### config.mk
export PLATFORM = sky130hd
export DESIGN_NAME = axis_packet_combiner_rt
export DESIGN_NICKNAME = d
export VERILOG_FILES = /design/src/rtl/axis_packet_combiner_pkg.sv /design/src/rtl/axis_skid_buffer.sv /design/src/rtl/axis_packet_combiner_rt.sv
export SDC_FILE = /design/constraint.sdc
export NUM_CORES = 1
export LEC_CHECK = 0
export CAP_MARGIN = 20
export CORE_MARGIN = 2
export CORE_UTILIZATION = 45
export CTS_BUF_LIST = sky130_fd_sc_hd__clkbuf_2 sky130_fd_sc_hd__clkbuf_4 sky130_fd_sc_hd__clkbuf_8
export DETAILED_ROUTE_END_ITERATION = 7
export GPL_ROUTABILITY_DRIVEN = 0
export PLACE_DENSITY = 0.81
export SLEW_MARGIN = 0
export SYNTH_ARGS = -nofsm -noshare
export SYNTH_HDL_FRONTEND = slang
export SYNTH_SLANG_ARGS = --single-unit
### constraint.sdc
create_clock -name axis_aclk -period 7.06 [get_ports axis_aclk]
set_input_delay 1.765 -clock axis_aclk [delete_from_list [all_inputs] [get_ports axis_aclk]]
set_output_delay 1.765 -clock axis_aclk [all_outputs]
set_load 0.01 [all_outputs]
### src/rtl/axis_packet_combiner_pkg.sv
// Shared types and helpers for the AXI4-Stream packet combiner.
//   state_t     : framing state (SYNC / IDLE / ACTIVE)
//   clamp_count : maps a raw packets-per-frame setting onto the legal range 1..max_cnt
package axis_packet_combiner_pkg;

   typedef enum logic [1:0] {
      SYNC   = 2'd0,
      IDLE   = 2'd1,
      ACTIVE = 2'd2
   } state_t;

   // A zero setting would never close a frame, so it is treated as 1.
   function automatic int clamp_count(input int cfg, input int max_cnt);
      if (cfg <= 0)
         return 1;
      else if (cfg > max_cnt)
         return max_cnt;
      return cfg;
   endfunction

endpackage

### src/rtl/axis_skid_buffer.sv
// Generic 2-entry registered AXI4-Stream slice.
// Ports:
//   i_aclk, i_aresetn        clock, asynchronous active-low reset
//   i_s_valid/o_s_ready/i_s_data   upstream handshake and payload
//   o_m_valid/i_m_ready/o_m_data   downstream handshake and payload
// o_s_ready comes straight from a flop (not full), so there is no combinational
// path from i_m_ready to o_s_ready. Entry 0 always drives the output.
module axis_skid_buffer #(
   parameter int WIDTH = 33
) (
   input  logic             i_aclk,
   input  logic             i_aresetn,
   input  logic             i_s_valid,
   output logic             o_s_ready,
   input  logic [WIDTH-1:0] i_s_data,
   output logic             o_m_valid,
   input  logic             i_m_ready,
   output logic [WIDTH-1:0] o_m_data
);

   logic             r_valid0;
   logic             r_valid1;
   logic [WIDTH-1:0] r_data0;
   logic [WIDTH-1:0] r_data1;
   logic             w_push;
   logic             w_pop;

   assign w_push = i_s_valid & ~r_valid1;
   assign w_pop  = r_valid0 & i_m_ready;

   always_ff @(posedge i_aclk or negedge i_aresetn) begin
      if (!i_aresetn) begin
         r_valid0 <= 1'b0;
         r_valid1 <= 1'b0;
         r_data0  <= '0;
         r_data1  <= '0;
      end else begin
         if (r_valid1) begin
            // full: upstream is held off, only draining is possible
            if (w_pop) begin
               r_data0  <= r_data1;
               r_valid1 <= 1'b0;
            end
         end else if (r_valid0) begin
            if (w_push && w_pop) begin
               r_data0 <= i_s_data;
            end else if (w_pop) begin
               r_valid0 <= 1'b0;
            end else if (w_push) begin
               r_data1  <= i_s_data;
               r_valid1 <= 1'b1;
            end
         end else if (w_push) begin
            r_data0  <= i_s_data;
            r_valid0 <= 1'b1;
         end
      end
   end

   assign o_s_ready = ~r_valid1;
   assign o_m_valid = r_valid0;
   assign o_m_data  = r_data0;

endmodule

### src/rtl/axis_packet_combiner_rt.sv
// AXI4-Stream framer: merges cfg_count consecutive input packets into one output
// packet, with a registered 2-entry output slice and a frame counter.
// Ports:
//   axis_aclk, axis_aresetn    clock, asynchronous active-low reset
//   cfg_count, cfg_enable      packets per frame / enable, both sampled at frame start
//   s_axis_*                   input stream (tready is registered)
//   m_axis_*                   combined output stream
//   m_axis_tuser               start-of-frame flag, only with AXIS_PACKET_COMBINER_TUSER_SOF_EN
//   stat_frames, stat_busy     completed-frame count (wraps), in-frame indicator
// Optional build macro: AXIS_PACKET_COMBINER_TUSER_SOF_EN
//
// state  | meaning
// SYNC   | dropping beats until an input tlast re-aligns to a packet boundary
// IDLE   | at a frame boundary; next beat starts a frame or is dropped
// ACTIVE | inside a frame; every beat forwarded, tlasts counted down
module axis_packet_combiner_rt
   import axis_packet_combiner_pkg::*;
#(
   parameter int AXIS_TDATA_WIDTH     = 32,
   parameter int MAX_PACKETS          = 256,
   parameter int DISCARD_FIRST_PACKET = 1,
   localparam int COUNT_W             = $clog2(MAX_PACKETS + 1)
) (
   input  logic                        axis_aclk,
   input  logic                        axis_aresetn,
   input  logic [COUNT_W-1:0]          cfg_count,
   input  logic                        cfg_enable,
   output logic                        s_axis_tready,
   input  logic [AXIS_TDATA_WIDTH-1:0] s_axis_tdata,
   input  logic                        s_axis_tvalid,
   input  logic                        s_axis_tlast,
   input  logic                        m_axis_tready,
   output logic [AXIS_TDATA_WIDTH-1:0] m_axis_tdata,
   output logic                        m_axis_tvalid,
   output logic                        m_axis_tlast,
`ifdef AXIS_PACKET_COMBINER_TUSER_SOF_EN
   output logic                        m_axis_tuser,
`endif
   output logic [31:0]                 stat_frames,
   output logic                        stat_busy
);

   localparam state_t             RESET_STATE = (DISCARD_FIRST_PACKET != 0) ? SYNC : IDLE;
   localparam logic [COUNT_W-1:0] ONE         = COUNT_W'(1);

`ifdef AXIS_PACKET_COMBINER_TUSER_SOF_EN
   localparam int BUF_W = AXIS_TDATA_WIDTH + 2;
`else
   localparam int BUF_W = AXIS_TDATA_WIDTH + 1;
`endif

   state_t               r_state;
   logic [COUNT_W-1:0]   r_remaining;
   logic                 r_stat_busy;
   logic [31:0]          r_stat_frames;

   logic [COUNT_W-1:0]   w_eff_m1;
   logic                 w_accept;
   logic                 w_fwd_sel;
   logic                 w_out_last;
   logic                 w_buf_s_ready;
   logic                 w_buf_s_valid;
   logic [BUF_W-1:0]     w_buf_in;
   logic [BUF_W-1:0]     w_buf_out;

   assign w_eff_m1      = COUNT_W'(clamp_count(int'(cfg_count), MAX_PACKETS) - 1);
   assign w_accept      = s_axis_tvalid & w_buf_s_ready;
   assign w_fwd_sel     = ((r_state == IDLE) & cfg_enable) | (r_state == ACTIVE);
   // in IDLE the frame length is taken live from cfg_count, in ACTIVE from the latched count
   assign w_out_last    = s_axis_tlast &
                          ((r_state == IDLE) ? (w_eff_m1 == '0) : (r_remaining == '0));
   // dropped beats never enter the buffer but still wait for its ready
   assign w_buf_s_valid = s_axis_tvalid & w_fwd_sel;
   assign s_axis_tready = w_buf_s_ready;

`ifdef AXIS_PACKET_COMBINER_TUSER_SOF_EN
   assign w_buf_in = {(r_state == IDLE), w_out_last, s_axis_tdata};
   assign {m_axis_tuser, m_axis_tlast, m_axis_tdata} = w_buf_out;
`else
   assign w_buf_in = {w_out_last, s_axis_tdata};
   assign {m_axis_tlast, m_axis_tdata} = w_buf_out;
`endif

   always_ff @(posedge axis_aclk or negedge axis_aresetn) begin
      if (!axis_aresetn) begin
         r_state     <= RESET_STATE;
         r_remaining <= '0;
         r_stat_busy <= 1'b0;
      end else if (w_accept) begin
         case (r_state)
            SYNC: begin
               if (s_axis_tlast)
                  r_state <= IDLE;
            end
            IDLE: begin
               if (!cfg_enable) begin
                  if (!s_axis_tlast)
                     r_state <= SYNC;
               end else if (!(s_axis_tlast && (w_eff_m1 == '0))) begin
                  r_state     <= ACTIVE;
                  r_stat_busy <= 1'b1;
                  // a single-beat first packet already used up one of the packets
                  r_remaining <= s_axis_tlast ? (w_eff_m1 - ONE) : w_eff_m1;
               end
            end
            ACTIVE: begin
               if (s_axis_tlast) begin
                  if (r_remaining == '0) begin
                     r_state     <= IDLE;
                     r_stat_busy <= 1'b0;
                  end else begin
                     r_remaining <= r_remaining - ONE;
                  end
               end
            end
            default: begin
               r_state     <= RESET_STATE;
               r_stat_busy <= 1'b0;
            end
         endcase
      end
   end

   always_ff @(posedge axis_aclk or negedge axis_aresetn) begin
      if (!axis_aresetn)
         r_stat_frames <= '0;
      else if (m_axis_tvalid && m_axis_tready && m_axis_tlast)
         r_stat_frames <= r_stat_frames + 32'd1;
   end

   assign stat_frames = r_stat_frames;
   assign stat_busy   = r_stat_busy;

   axis_skid_buffer #(
      .WIDTH (BUF_W)
   ) u_out_slice (
      .i_aclk    (axis_aclk),
      .i_aresetn (axis_aresetn),
      .i_s_valid (w_buf_s_valid),
      .o_s_ready (w_buf_s_ready),
      .i_s_data  (w_buf_in),
      .o_m_valid (m_axis_tvalid),
      .i_m_ready (m_axis_tready),
      .o_m_data  (w_buf_out)
   );

endmodule

==> results by group, run 1 <==
GRT
  – Vias in the first global route: 4411
  – First-pass GRT wire length: 21.1 mm
  – Initial antenna violation count: 0
  – Pin count of the biggest net entering global routing: 71
  – GRT Residual Overflow: 0
  – GR Util All Layers: 19.9%

Detailed routing
  – # DRC: 0
  – DR WL met2: 6.27 mm
  – Routed length on met1: 5.34 mm
  – Detailed-route via count: 4396
  – Routed WL: 12.9 mm
  – Wire per inst: 15.9 µm
  – Drt pass-1 iters: 4
  – Drt via density: 5.43
  – Uppermost routed layer: met4
  – Remaining antenna violation count: 0
  – Detail Route met3 WL: 982 µm
  – DRT iter0 DRCs: 203

Timing
  – Slew HR: 28.0%
  – Total Neg Setup Slack: 0 ps
  – RSZ-0062 raised after global routing: false
  – Hold Vio Cnt, Final: 0
  – WHS: 481 ps
  – Fin worst setup slack: 993 ps
  – Max Clk Rate: 0.165 GHz
  – Setup Skew: 6.45 ps
  – Final Max Tran Viols: 0
  – Period utilisation layout: 85.9%
  – Setup violators final: 0
  – Final worst path period need: 6070 ps
  – Slew @ Worst Pin: 1080 ps

Flow run
  – MaxCap Viol Count: 0

Clock tree
  – Total setup buffers inserted after CTS: 0
  – CTS tree: yes
  – Root buffer cell: clkbuf_8
  – Clk slew on worst S/H paths: 110 ps
  – CTS Buf Count: 9
  – Clock Tree Buf Depth: 2
  – Clock latency on the worst-skew pair: 390 ps
  – Clock Sinks: 112
  – Post-cts hold buffer count: 0
  – Post-CTS Resized: 0
  – # H-tree levels: 3

Floorplan
  – Row count: 40
  – Die span in y: 116 µm
  – Core area: 12100 µm²
  – Starting Density: 46.5%
  – Die W: 116 µm
  – Ports: 115
  – Die footprint: 13400 µm²

Worst setup path
  – RR Endpoint: u_out_slice.o_m_data[22]$_DFFE_PN0P_
  – Reg2reg path depth: 6
  – Critical path endpoint category: register
  – Critical Path AT: 6350 ps
  – Worst Setup Start Kind: input port
  – Reg2Reg Setup Slack: 3980 ps
  – R2R Path Start: u_out_slice.r_valid1$_DFF_PN0_
  – Crit path max fanout: 16
  – Critical Path RT: 7350 ps
  – Critical path class: in2reg

Yosys
  – Post-synth top area share: 49.8%
  – Ranking of synthesized cells by area: dfrtp_1 50%, mux2_2 6.6%, mux2i_1 6.2%
  – Cell taking the most area after synthesis: dfrtp_1
  – Seq cells post-synth: 112
  – Sequential area share after synthesis: 49.8%
  – Top FF cell, synth: dfrtp_1
  – Cell count after synthesis: 533
  – Syn. warnings: 0
  – Async SR Flop Fraction: 100%
  – Top post-synthesis cells by count: 112 x dfrtp_1, 59 x nor2_1, 45 x a21oi_1, 40 x nand2_1, 35 x mux2i_1
  – Synthesized netlist net count: 589
  – Synthesized area per cell: 10.6 µm²
  – EDFF count, synth: 0
  – Distinct cells, synth: 55
  – Most frequent cell after synthesis: dfrtp_1
  – Synthesized area: 5630 µm²

Placed design
  – Placed cell count: 794
  – Hpwl dp: 8.95 mm
  – IO Port Bufs: 114
  – Pre-CTS setup slack: 658 ps

Power and ir drop
  – Lkg Pwr: 2.95 nW
  – Peak VDD IR: 267 µV
  – Pwr per Cell Area: 337 nW/µm²

Min path
  – Hold Path Depth: 1
  – HP Start: stat_frames[31]$_DFFE_PN0P_
  – Hold WC Path Type: reg2reg
  – Hold endpoint: stat_frames[31]$_DFFE_PN0P_

Finish
  – Ant. Diodes: 0
  – Area grow syn2layout: 27.3%
  – Fin cells: 810
  – Layout cells sized above 1: 9.97%
  – Fin nets: 693

Status
  – Outcome: complete, no violations
[per-layer routing]
layer | GRT usage, % | vias to the layer above
met1 | 24.0 | 2162
met3 | 7.48 | 21
met5 | 0 | -
met2 | 32.8 | 120
met4 | 6.83 | 0
li1 | - | 2093
[flip-flops by register name, indices dropped and copies added (netlist names)]
| signal | count |
|---|---|
| u_out_slice.o_m_data | 33 |
| r_remaining | 9 |
| stat_busy | 1 |
| stat_frames | 32 |
| u_out_slice.r_data1 | 33 |
| r_state | 2 |
| u_out_slice.r_valid1 | 1 |
| u_out_slice.o_m_valid | 1 |
[placed cells by master (no fill, tap or decap), drive strengths merged, types with 2 or more instances in the layout]
| master | Yosys | routed |
|---|---|---|
| and4 | 4 | 4 |
| o31ai | 4 | 4 |
| nor3b | 5 | 5 |
| clkinv | 1 | 2 |
| nor3 | 14 | 14 |
| buf | 5 | 3 |
| nand4 | 11 | 11 |
| nand2 | 40 | 40 |
| clkdlybuf4s50 | 0 | 113 |
| nor2b | 4 | 4 |
| mux2 | 34 | 34 |
| a2bb2oi | 3 | 3 |
| o22ai | 2 | 2 |
| o21a | 2 | 2 |
| nor4 | 3 | 3 |
| bufinv | 0 | 4 |
| o22a | 3 | 3 |
| nand3b | 2 | 2 |
| clkbuf | 18 | 9 |
| xor2 | 7 | 7 |
| mux2i | 35 | 35 |
| nand3 | 11 | 11 |
| a21oi | 45 | 45 |
| o21ai | 11 | 11 |
| a211oi | 4 | 4 |
| dfrtp | 112 | 112 |
| xnor2 | 34 | 34 |
| nand2b | 3 | 3 |
| inv | 13 | 14 |
| and3 | 9 | 9 |
| nor2 | 59 | 59 |
| a21boi | 3 | 3 |
| o211ai | 2 | 2 |
| a31oi | 6 | 6 |
| ha | 9 | 9 |
[power by group]
| group | internal [mW] | switching (mW) |
|---|---|---|
| clock | 0.272 | 0.226 |
| combinational | 0.467 | 0.392 |
| sequential | 0.872 | 0.183 |
[how the worst max path moves through the flow]
stage          cells after the start                         end         start  slack [ps]
2_1_floorplan                     18  r_remaining[0]$_DFFE_PN0P_  cfg_count[2]        1870
3_3_place_gp                      16  r_remaining[0]$_DFFE_PN0P_  cfg_count[4]         940
3_5_place_dp                      16  r_remaining[0]$_DFFE_PN0P_  cfg_count[4]         660
4_1_cts                           16  r_remaining[0]$_DFFE_PN0P_  cfg_count[4]        1070
5_1_grt                           16       stat_busy$_DFFE_PN0P_  cfg_count[4]         780
6_report                          16  r_remaining[0]$_DFFE_PN0P_  cfg_count[4]         990
[cells by family (layout without fill, tap and decap cells)]
kind of cell,after synthesis,after routing,share of synthesized area (%)
AO/OA/AOI/OAI,95,95,11.0
AND/OR/NAND/NOR,170,170,14.7
flip-flops,112,112,49.8
buffers and inverters,37,146,3.02
adder cells (fa/ha/maj),9,9,2.00
multiplexers,69,69,13.1
XOR/XNOR,41,41,6.38
[metrics by stage]
stage	util, %	total power [mW]	cell area [µm²]
after floorplan	-	1.53	5630
after global placement	57.0	1.88	6900
after detailed placement	57.0	1.93	6900
after CTS	59.2	2.43	7170
after global routing	59.2	2.57	7170
final	59.2	2.41	7170
[critical path, cell delays in order]
cell and delay, ps:
clkdlybuf4s50_1 500, nor3_2 300, nor3b_2 250, nand2_1 110, inv_1 70, ha_1 390, mux2_4 420, clkinv_4 80
ha_1 260, inv_1 150, nor2_1 220, a31oi_1 120, o221a_2 300, and4_1 370, or3b_1 630, a2111oi_4 410
[cell type report]
type                    instances  area, µm²
clock buffers                   9        124
clock inverters                 7        141
fillers                      1031       4940
inverters                      14       57.6
multi-input cells             384       2680
flip-flops and latches        112       2800
well taps                     168        210
repair buffers                116       1150
Power figures use the tool's default switching activity.
==> run 2: changes to the inputs <==
- CELL_PAD_IN_SITES_DETAIL_PLACEMENT: default -> 1
- CELL_PAD_IN_SITES_GLOBAL_PLACEMENT: default -> 1
- PLACE_DENSITY: 0.81 -> 0.95
==> run 2 against run 1 <==
Compared with the run above:
- combinational power increased by 6.4%
- setup slack got worse by 30 ps
- final cell count unchanged
- register-to-register slack got worse by 90 ps
- global-route usage increased by 4.2 points
- fmax decreased by 0.49%
- sequential power about the same
- largest cell class unchanged
- critical endpoint is now r_remaining[7]$_DFFE_PN0P_
==> results by group, run 2 (same netlist as run 1, synthesis figures left out) <==
Status
  – Outcome: complete, no violations (unchanged)

Timing
  – Total Neg Setup Slack: 0 ps (unchanged)
  – Setup violators final: 0 (unchanged)
  – Slew HR: 34.0% (was 28.0%)
  – Max Clk Rate: 0.164 GHz (was 0.165 GHz)
  – Slew @ Worst Pin: 987 ps (was 1080 ps)
  – Final Max Tran Viols: 0 (unchanged)
  – Period utilisation layout: 86.4% (was 85.9%)
  – Setup Skew: 7.99 ps (was 6.45 ps)
  – RSZ-0062 raised after global routing: false (unchanged)
  – Final worst path period need: 6100 ps (was 6070 ps)
  – WHS: 494 ps (was 481 ps)
  – Fin worst setup slack: 963 ps (was 993 ps)
  – Hold Vio Cnt, Final: 0 (unchanged)

Detailed routing
  – Routed WL: 15.6 mm (was 12.9 mm)
  – DRT iter0 DRCs: 168 (was 203)
  – Detailed-route via count: 4507 (was 4396)
  – Remaining antenna violation count: 0 (unchanged)
  – Drt pass-1 iters: 4 (unchanged)
  – Wire per inst: 19.3 µm (was 15.9 µm)
  – # DRC: 0 (unchanged)
  – Drt via density: 5.56 (was 5.43)

Min path
  – Hold WC Path Type: reg2reg (unchanged)
  – Hold Path Depth: 1 (unchanged)
  – Hold endpoint: stat_frames[25]$_DFFE_PN0P_ (was stat_frames[31]$_DFFE_PN0P_)
  – HP Start: stat_frames[25]$_DFFE_PN0P_ (was stat_frames[31]$_DFFE_PN0P_)

Finish
  – Multi-input logic area: 2680 µm² (unchanged)
  – Most common cell after layout, fill and taps aside: clkdlybuf4s50_1 (unchanged)
  – Layout cells sized above 1: 9.97% (unchanged)
  – Area grow syn2layout: 26.1% (was 27.3%)
  – Most frequent cells in the layout: 113 x clkdlybuf4s50_1, 111 x dfrtp_1, 58 x nor2_1, 45 x a21oi_1, 40 x nand2_1 (unchanged)
  – Ant. Diodes: 0 (unchanged)
  – FILL cells: 1331 (was 1031)
  – Fin nets: 694 (was 693)
  – Fin cells: 810 (unchanged)
  – Sequential Area: 2800 µm² (unchanged)

Placed design
  – Pre-CTS setup slack: 606 ps (was 658 ps)
  – IO Port Bufs: 114 (unchanged)
  – Placed cell count: 795 (was 794)
  – Hpwl dp: 11.2 mm (was 8.95 mm)

Floorplan
  – Die W: 116 µm (unchanged)
  – Ports: 115 (unchanged)
  – Die span in y: 116 µm (unchanged)
  – Row count: 40 (unchanged)
  – Die footprint: 13400 µm² (unchanged)
  – Starting Density: 46.5% (unchanged)
  – Core area: 12100 µm² (unchanged)

Clock tree
  – Clk slew on worst S/H paths: 100 ps (was 110 ps)
  – Post-CTS Resized: 0 (unchanged)
  – CTS tree: yes (unchanged)
  – Root buffer cell: clkbuf_8 (unchanged)
  – Total setup buffers inserted after CTS: 0 (unchanged)
  – CTS Buf Count: 9 (unchanged)
  – Clock latency on the worst-skew pair: 380 ps (was 390 ps)
  – Clock Tree Buf Depth: 2 (unchanged)
  – # H-tree levels: 3 (unchanged)
  – Post-cts hold buffer count: 0 (unchanged)
  – Clock Sinks: 112 (unchanged)

GRT
  – GR Util All Layers: 24.1% (was 19.9%)
  – First-pass GRT wire length: 25.2 mm (was 21.1 mm)
  – Initial antenna violation count: 0 (unchanged)
  – Pin count of the biggest net entering global routing: 67 (was 71)
  – GRT Residual Overflow: 0 (unchanged)
  – Vias in the first global route: 4951 (was 4411)

Worst setup path
  – Reg2Reg Setup Slack: 3890 ps (was 3980 ps)
  – Critical Path AT: 6340 ps (was 6350 ps)
  – Critical path endpoint category: register (unchanged)
  – RR Endpoint: u_out_slice.r_data1[18]$_DFFE_PN0P_ (was u_out_slice.o_m_data[22]$_DFFE_PN0P_)
  – Critical Path RT: 7300 ps (was 7350 ps)
  – Worst Setup Start Kind: input port (unchanged)
  – Critical path class: in2reg (unchanged)
  – Crit path max fanout: 16 (unchanged)
  – R2R Path Start: r_state[1]$_DFFE_PN0P_ (was u_out_slice.r_valid1$_DFF_PN0_)
  – Reg2reg path depth: 5 (was 6)

Power and ir drop
  – Power, Total: 2.34 mW (was 2.41 mW)
  – Lkg Pwr: 2.92 nW (was 2.95 nW)
  – Pwr per Cell Area: 330 nW/µm² (was 337 nW/µm²)
  – Peak VDD IR: 228 µV (was 267 µV)

Flow run
  – MaxCap Viol Count: 0 (unchanged)
-- run 2: cell count changes in the layout (fill, tap and decap cells not counted), sizes merged --
| cell | delta |
|---|---|
| bufinv | -3 |
| clkbuf | +2 |
| buf | +1 |
| clkinv | -1 |
| clkinvlp | +1 |
-- run 2: per-layer routing --
layer | track usage [%] | vias to the layer above | part of all wire [%]
met5 | 0 | - | 0
met4 | 7.62 | 0 | 2.0
met3 | 7.17 | 27 | 5.8
met2 | 42.8 | 128 | 53
met1 | 28.0 | 2272 | 40
li1 | - | 2080 | -
-- run 2: worst max-delay path, stage by stage --
cell	delay [ps]
clkdlybuf4s50_1	510
nor3_2	310
nor3b_2	260
nand2_1	100
inv_1	70
ha_1	400
nand2_1	270
ha_1	320
inv_1	130
o211ai_1	170
or4b_4	570
a211oi_2	210
and4_1	580
or3b_1	460
o21ai_0	190
-- run 2: area by class of cell --
| type | instances | area share [%] |
|---|---|---|
| sequential | 112 | 39.5 |
| multi-input combinational | 384 | 37.7 |
| timing repair buffer | 117 | 16.3 |
| tap | 168 | 2.96 |
| clock buffer | 11 | 1.96 |
| inverter | 14 | 0.810 |
| clock inverter | 4 | 0.758 |
-- run 2: per-stage QoR --
stage / util (%) / instance area [µm²]
after floorplan: - / 5630
after global placement: 57.0 / 6910
after detailed placement: 57.0 / 6910
after CTS: 58.6 / 7100
after global routing: 58.6 / 7100
final: 58.6 / 7100
-- run 2: worst max-delay path by stage --
stage	startpoint	endpoint	slack, ps	cells after the start
CTS	cfg_count[4]	r_remaining[7]$_DFFE_PN0P_	1010	15
finish	cfg_count[4]	r_remaining[7]$_DFFE_PN0P_	960	15
global placement	cfg_count[4]	r_remaining[0]$_DFFE_PN0P_	910	16
floorplan	cfg_count[2]	r_remaining[0]$_DFFE_PN0P_	1870	18
global route	cfg_count[4]	r_remaining[7]$_DFFE_PN0P_	640	15
detailed placement	cfg_count[4]	r_remaining[7]$_DFFE_PN0P_	610	15
-- run 2: report_power, final --
| group | total (mW) | switching (mW) | internal (mW) |
|---|---|---|---|
| registers | 1.04 | 0.172 | 0.873 |
| logic | 0.914 | 0.447 | 0.467 |
| clock network | 0.384 | 0.212 | 0.172 |
| total | 2.34 | 0.831 | 1.51 |
